### src/rtl/apb_wait_slave_if.sv
// APB3 bus bundle between the interconnect and apb_wait_slave.
// The master modport drives the request; the slave modport answers.
interface apb_wait_slave_if;
   logic        psel;
   logic        penable;
   logic        pwrite;
   logic [7:0]  paddr;
   logic [31:0] pwdata;
   logic [31:0] prdata;
   logic        pready;
   logic        pslverr;

   modport master (
      output psel, penable, pwrite, paddr, pwdata,
      input  prdata, pready, pslverr
   );

   modport slave (
      input  psel, penable, pwrite, paddr, pwdata,
      output prdata, pready, pslverr
   );
endinterface

### src/rtl/apb_wait_slave.sv
// APB3 register-file slave with a programmable number of wait states.
// Define APB_WAIT_SLV_PSLVERR_EN to flag invalid addresses with pslverr.
module apb_wait_slave #(
   parameter logic [4:0] WAIT_N = 5'd2
) (
   input  logic            clk,
   input  logic            rst,
   apb_wait_slave_if.slave bus
);

   typedef enum logic {IDLE, WAIT} state_t;

   state_t      state;
   logic [4:0]  cnt;
   logic [4:0]  wait_cfg;
   logic [31:0] regs [0:7];
   logic        pready_q;
   logic [31:0] prdata_q;
   logic        pslverr_q;

   logic [2:0]  idx;
   logic        valid;
   logic [31:0] rd_val;
   logic        err;

   assign idx   = bus.paddr[4:2];
   assign valid = (bus.paddr[7:5] == 3'd0) && (bus.paddr[1:0] == 2'd0);

   // Read data for the current address; zero for writes and bad addresses.
   always_comb begin
      rd_val = '0;
      if (!bus.pwrite && valid) begin
         if (idx == 3'd7) rd_val = {27'd0, wait_cfg};
         else             rd_val = regs[idx];
      end
   end

   // Error response for the current address, only in the checking build.
   always_comb begin
`ifdef APB_WAIT_SLV_PSLVERR_EN
      err = !valid;
`else
      err = 1'b0;
`endif
   end

   // Transfer FSM, wait counter, register file and registered responses.
   always_ff @(posedge clk) begin
      if (rst) begin
         state     <= IDLE;
         cnt       <= '0;
         pready_q  <= 1'b0;
         prdata_q  <= '0;
         pslverr_q <= 1'b0;
         wait_cfg  <= WAIT_N;
         for (int i = 0; i < 8; i++) regs[i] <= '0;
      end else begin
         unique case (state)
            IDLE: begin
               if (bus.psel && !bus.penable) begin
                  state    <= WAIT;
                  cnt      <= wait_cfg;
                  pready_q <= (wait_cfg == 5'd0);
                  if (wait_cfg == 5'd0) begin
                     prdata_q  <= rd_val;
                     pslverr_q <= err;
                  end
               end
            end
            WAIT: begin
               if (!bus.psel) begin
                  state     <= IDLE;
                  cnt       <= '0;
                  pready_q  <= 1'b0;
                  prdata_q  <= '0;
                  pslverr_q <= 1'b0;
               end else if (bus.penable && !pready_q) begin
                  if (cnt != 5'd0) cnt <= cnt - 5'd1;
                  if (cnt == 5'd1) begin
                     pready_q  <= 1'b1;
                     prdata_q  <= rd_val;
                     pslverr_q <= err;
                  end
               end else if (bus.penable) begin
                  if (bus.pwrite && valid) begin
                     if (idx == 3'd7) wait_cfg <= bus.pwdata[4:0];
                     else             regs[idx] <= bus.pwdata;
                  end
                  state     <= IDLE;
                  cnt       <= '0;
                  pready_q  <= 1'b0;
                  prdata_q  <= '0;
                  pslverr_q <= 1'b0;
               end
            end
         endcase
      end
   end

   assign bus.pready  = pready_q;
   assign bus.prdata  = prdata_q;
   assign bus.pslverr = pslverr_q;

endmodule

### src/flat_wrapper.sv
// flat-port wrapper written by rule: the top's interface ports become plain ports
module apb_wait_slave_flat 
#(
   parameter logic [4:0] WAIT_N = 5'd2
)
  (clk, rst, bus_psel, bus_penable, bus_pwrite, bus_paddr, bus_pwdata, bus_prdata, bus_pready, bus_pslverr);
  apb_wait_slave_if bus_i ();
  input  logic clk;
  input  logic rst;
  input wire logic [$bits(bus_i.psel)-1:0] bus_psel;
  input wire logic [$bits(bus_i.penable)-1:0] bus_penable;
  input wire logic [$bits(bus_i.pwrite)-1:0] bus_pwrite;
  input wire logic [$bits(bus_i.paddr)-1:0] bus_paddr;
  input wire logic [$bits(bus_i.pwdata)-1:0] bus_pwdata;
  output wire logic [$bits(bus_i.prdata)-1:0] bus_prdata;
  output wire logic [$bits(bus_i.pready)-1:0] bus_pready;
  output wire logic [$bits(bus_i.pslverr)-1:0] bus_pslverr;
  assign bus_i.psel = bus_psel;
  assign bus_i.penable = bus_penable;
  assign bus_i.pwrite = bus_pwrite;
  assign bus_i.paddr = bus_paddr;
  assign bus_i.pwdata = bus_pwdata;
  assign bus_prdata = bus_i.prdata;
  assign bus_pready = bus_i.pready;
  assign bus_pslverr = bus_i.pslverr;
  apb_wait_slave #(.WAIT_N(WAIT_N)) u_core (.clk(clk), .rst(rst), .bus(bus_i));
endmodule
### config.mk
export PLATFORM = sky130hd
export DESIGN_NAME = apb_wait_slave_flat
export DESIGN_NICKNAME = d
export VERILOG_FILES = /design/src/rtl/apb_wait_slave_if.sv /design/src/rtl/apb_wait_slave.sv /design/src/flat_wrapper.sv
export SDC_FILE = /design/constraint.sdc
export NUM_CORES = 1
export LEC_CHECK = 0
export BUFFER_PORTS_ARGS = -buffer_cell sky130_fd_sc_hd__buf_2
export CAP_MARGIN = 20
export CORE_UTILIZATION = 25
export DETAILED_ROUTE_END_ITERATION = 7
export MAX_ROUTING_LAYER = met4
export SYNTH_ARGS = -nofsm -noshare
export SYNTH_HDL_FRONTEND = slang
export SYNTH_SLANG_ARGS = --single-unit
### constraint.sdc
create_clock -name clk -period 3.5 [get_ports clk]
set_input_delay 0.175 -clock clk [delete_from_list [all_inputs] [get_ports clk]]
set_output_delay 0.175 -clock clk [all_outputs]
set_load 0.05 [all_outputs]
==> results.md <==
* Status: completed
* Final WL at 29.3 mm
* Mapped Avg Cell Area at 14.6 um^2
* Unrepaired setup endpoints after global routing: no
* Fin. max-slew vios at 0
* Via count at 7129
* Top-Level Pins at 79
* I/O Buffers at 77
* CTS Root Cell: clkbuf_16
* Worst-margin pin slew at 0.852 ns
* Layout area overhead at 18.8%
* R2r worst-path depth at 5
* Pin count of the biggest net entering global routing at 38
* Drt drc at 0
* Crit Path Max Fanout at 21
* Nets at 987
* Hpwl dp at 18.5 mm
* Leakage at 5.36 nW
* Total routed wire length on the met1 layer at 13.5 mm
* Post_cts resized at 0
* Netlist cell types at 47
* HP Start: bus_pwdata[21]
* Worst setup EP type: flop
* Met2 Wirelength at 14.2 mm
* Final hold violations at 0
* Grt ovf at 0
* Utilization after layout at 30.2%
* Synth Instances at 833
* WP data arrival at 2.92 ns
* CTS tree: built
* Clock Skew at 0.0240 ns
* Peak VDD IR at 371 uV
* Clock power share at 43.2%
* R2R Setup Slk at 0.83 ns
* Chip height at 223 um
* EDFF count, synth at 224
* Hold Crit Class: in2reg
* Area share of the largest cell type after synthesis at 55.3%
* Kind of critical path: reg2reg
* Slew headroom at 42.7%
* Hold path depth at 2
* Sw frac at 22.0%
* WL met3 at 1.24 mm
* Post-layout min period at 2.67 ns
* Share of layout cells above drive strength 1 at 22.0%
* First-pass GRT wire length at 45.5 mm
* Net switching power at 1.56 mW
* Syn_nets at 881
* Top Layer Used: met4
* GR Util All Layers at 12.3%
* CTS Buf Count at 30
* Sequential power share at 50.4%
* WHS Endpoint: u_core.regs[6][21]
* Synth top area cells: edfxtp_1, and2_1, dfxtp_1
* Netlist Area Pre-Place at 0.0122 mm^2
* DIE WIDTH at 223 um
* Initial antenna violation count at 1
* Leading area contributor after synthesis: edfxtp_1
* Skew-Pair Late Insertion Delay at 0.56 ns
* Combinational group share of total power at 6.4%
* PwrDens at 490 mW/mm^2
* # setup viols final at 0
* Setup TNS at 0 ns
* Die area at 0.0496 mm^2
* DR vias/cell at 4.52
* Warnings from Yosys at 0
* Clock-pin slew on the worst setup and hold paths at 0.06 ns
* Synth cell count leaders: edfxtp_1, and2_1, mux2i_1
* Most used DFF post-synth: edfxtp_1
* WP data required at 3.75 ns
* Critical path startpoint category: flop
* Count leader, synth: edfxtp_1
* Gpl congestion at 0.758
* Hold Buf Count CTS at 29
* Vias in the first global route at 7383
* Clk sinks at 268
* Row cnt at 80
* Fmax at 374 MHz
* #FFs+latches synth at 268
* CTS max path bufs at 3
* Initial detailed-routing violation count at 497
* Post-DR wirelength/cell at 18.6 um
* Register area share after synthesis at 62.5%
* Drt first pass iters at 5
* Core box area at 0.0478 mm^2
* Async SR Flop Fraction at 0%
* Routed Antenna Nets at 0
* Max Cap Viol at 0
* Post-CTS Setup Repair Bufs at 0
* R2r endpoint: u_core.regs[4][14]
* Pint at 5.52 mW
* Crit Reg-Reg Startpoint: u_core.state
* H-tree depth at 1
* Starting Density at 25.4%
* Tcrit/Tclk final at 76.4%
-- per-layer routing --
metal / track usage, % / up-vias
met5: - / -
met4: 2.42 / 0
met3: 1.56 / 38
met1: 16.1 / 3640
met2: 20.3 / 143
li1: - / 3308
-- power by group through the flow --
| stage | sequential (mW) | clock [mW] | combinational, mW |
|---|---|---|---|
| after CTS | 3.57 | 3.11 | 0.464 |
| final | 3.57 | 3.06 | 0.454 |
| after detailed placement | 3.64 | 0 | 0.437 |
| after floorplan | 3.63 | 0 | 0.262 |
| after global routing | 3.58 | 3.23 | 0.494 |
| after global placement | 3.63 | 0 | 0.430 |
-- how the worst max path moves through the flow --
stage	startpoint	endpoint	slack [ns]	depth (start not counted)
2_1_floorplan	u_core.bus.pready	u_core.regs[1][0]	0.87	5
3_3_place_gp	bus_paddr[5]	u_core.regs[4][7]	0.60	6
3_5_place_dp	bus_paddr[5]	u_core.regs[4][8]	0.58	6
4_1_cts	u_core.state	u_core.regs[4][13]	0.82	5
5_1_grt	u_core.state	u_core.regs[4][27]	0.72	5
6_report	u_core.state	u_core.regs[4][14]	0.83	5
-- layout make-up --
cell class / count / area (um^2)
Clock inverter: 14 / 131
Multi-Input combinational cell: 468 / 4030
Tap cell: 615 / 769
Fill cell: 4758 / 33400
Sequential cell: 268 / 7610
Timing Repair Buffer: 134 / 953
Clock buffer: 40 / 828
Inverter: 37 / 139
Antenna cell: 1 / 2.50
-- kinds of logic after synthesis --
group | count (synthesis) | synth area share (%)
and+or+nand+nor | 279 | 14.9
adders and majority gates | 3 | 0.308
muxes | 101 | 12.1
other | 1 | 0.0308
xor gates and xnor gates | 2 | 0.144
AOI/OAI and AO/OA | 82 | 5.50
buffers and inverters | 97 | 4.52
DFF | 268 | 62.5
-- cells in the final DEF (no fill, tap or decap), drive strengths merged, types with 3 or more instances in the layout --
master,Yosys,routed
a21oi,10,10
and2,224,224
buf,26,105
clkbuf,34,40
clkinv,0,11
dfxtp,44,44
dlygate4sd3,0,29
edfxtp,224,224
ha,3,3
inv,37,38
mux2i,64,64
mux4,37,37
nand2,3,3
nand2b,7,7
nand3,4,4
nor2,10,10
nor3,9,9
nor4,3,3
o2bb2ai,28,28
o32ai,32,32
or2,8,8
-- metrics by stage --
| stage | hold slack, ns | cell area (um^2) | setup slack, ns | std cells | total power [mW] |
|---|---|---|---|---|---|
| after floorplan | 0.262 | 12200 | 0.866 | 833 | 3.89 |
| after global placement | 0.421 | 13200 | 0.601 | 1493 | 4.06 |
| after detailed placement | 0.437 | 13200 | 0.576 | 1493 | 4.07 |
| after CTS | 0.0000956 | 14500 | 0.818 | 1576 | 7.14 |
| after global routing | 0.00846 | 14500 | 0.721 | 1577 | 7.30 |
| final | 0.00827 | 14500 | 0.826 | 1577 | 7.08 |
-- worst max-delay path, cell delays in order, from the launching register on --
cell	delay [ns]
dfxtp_1	0.47
nand4_1	0.17
or4_1	0.79
nor4_4	0.28
or2_2	0.39
buf_12	0.24
-- state kept, by name, summed over array words and instances, names as in the netlist --
signal             flops
u_core.state           1
u_core.regs          224
u_core.bus.pready      1
u_core.bus.prdata     32
u_core.wait_cfg        5
u_core.cnt             5
Note: power is estimated with default switching activity, not from simulation.
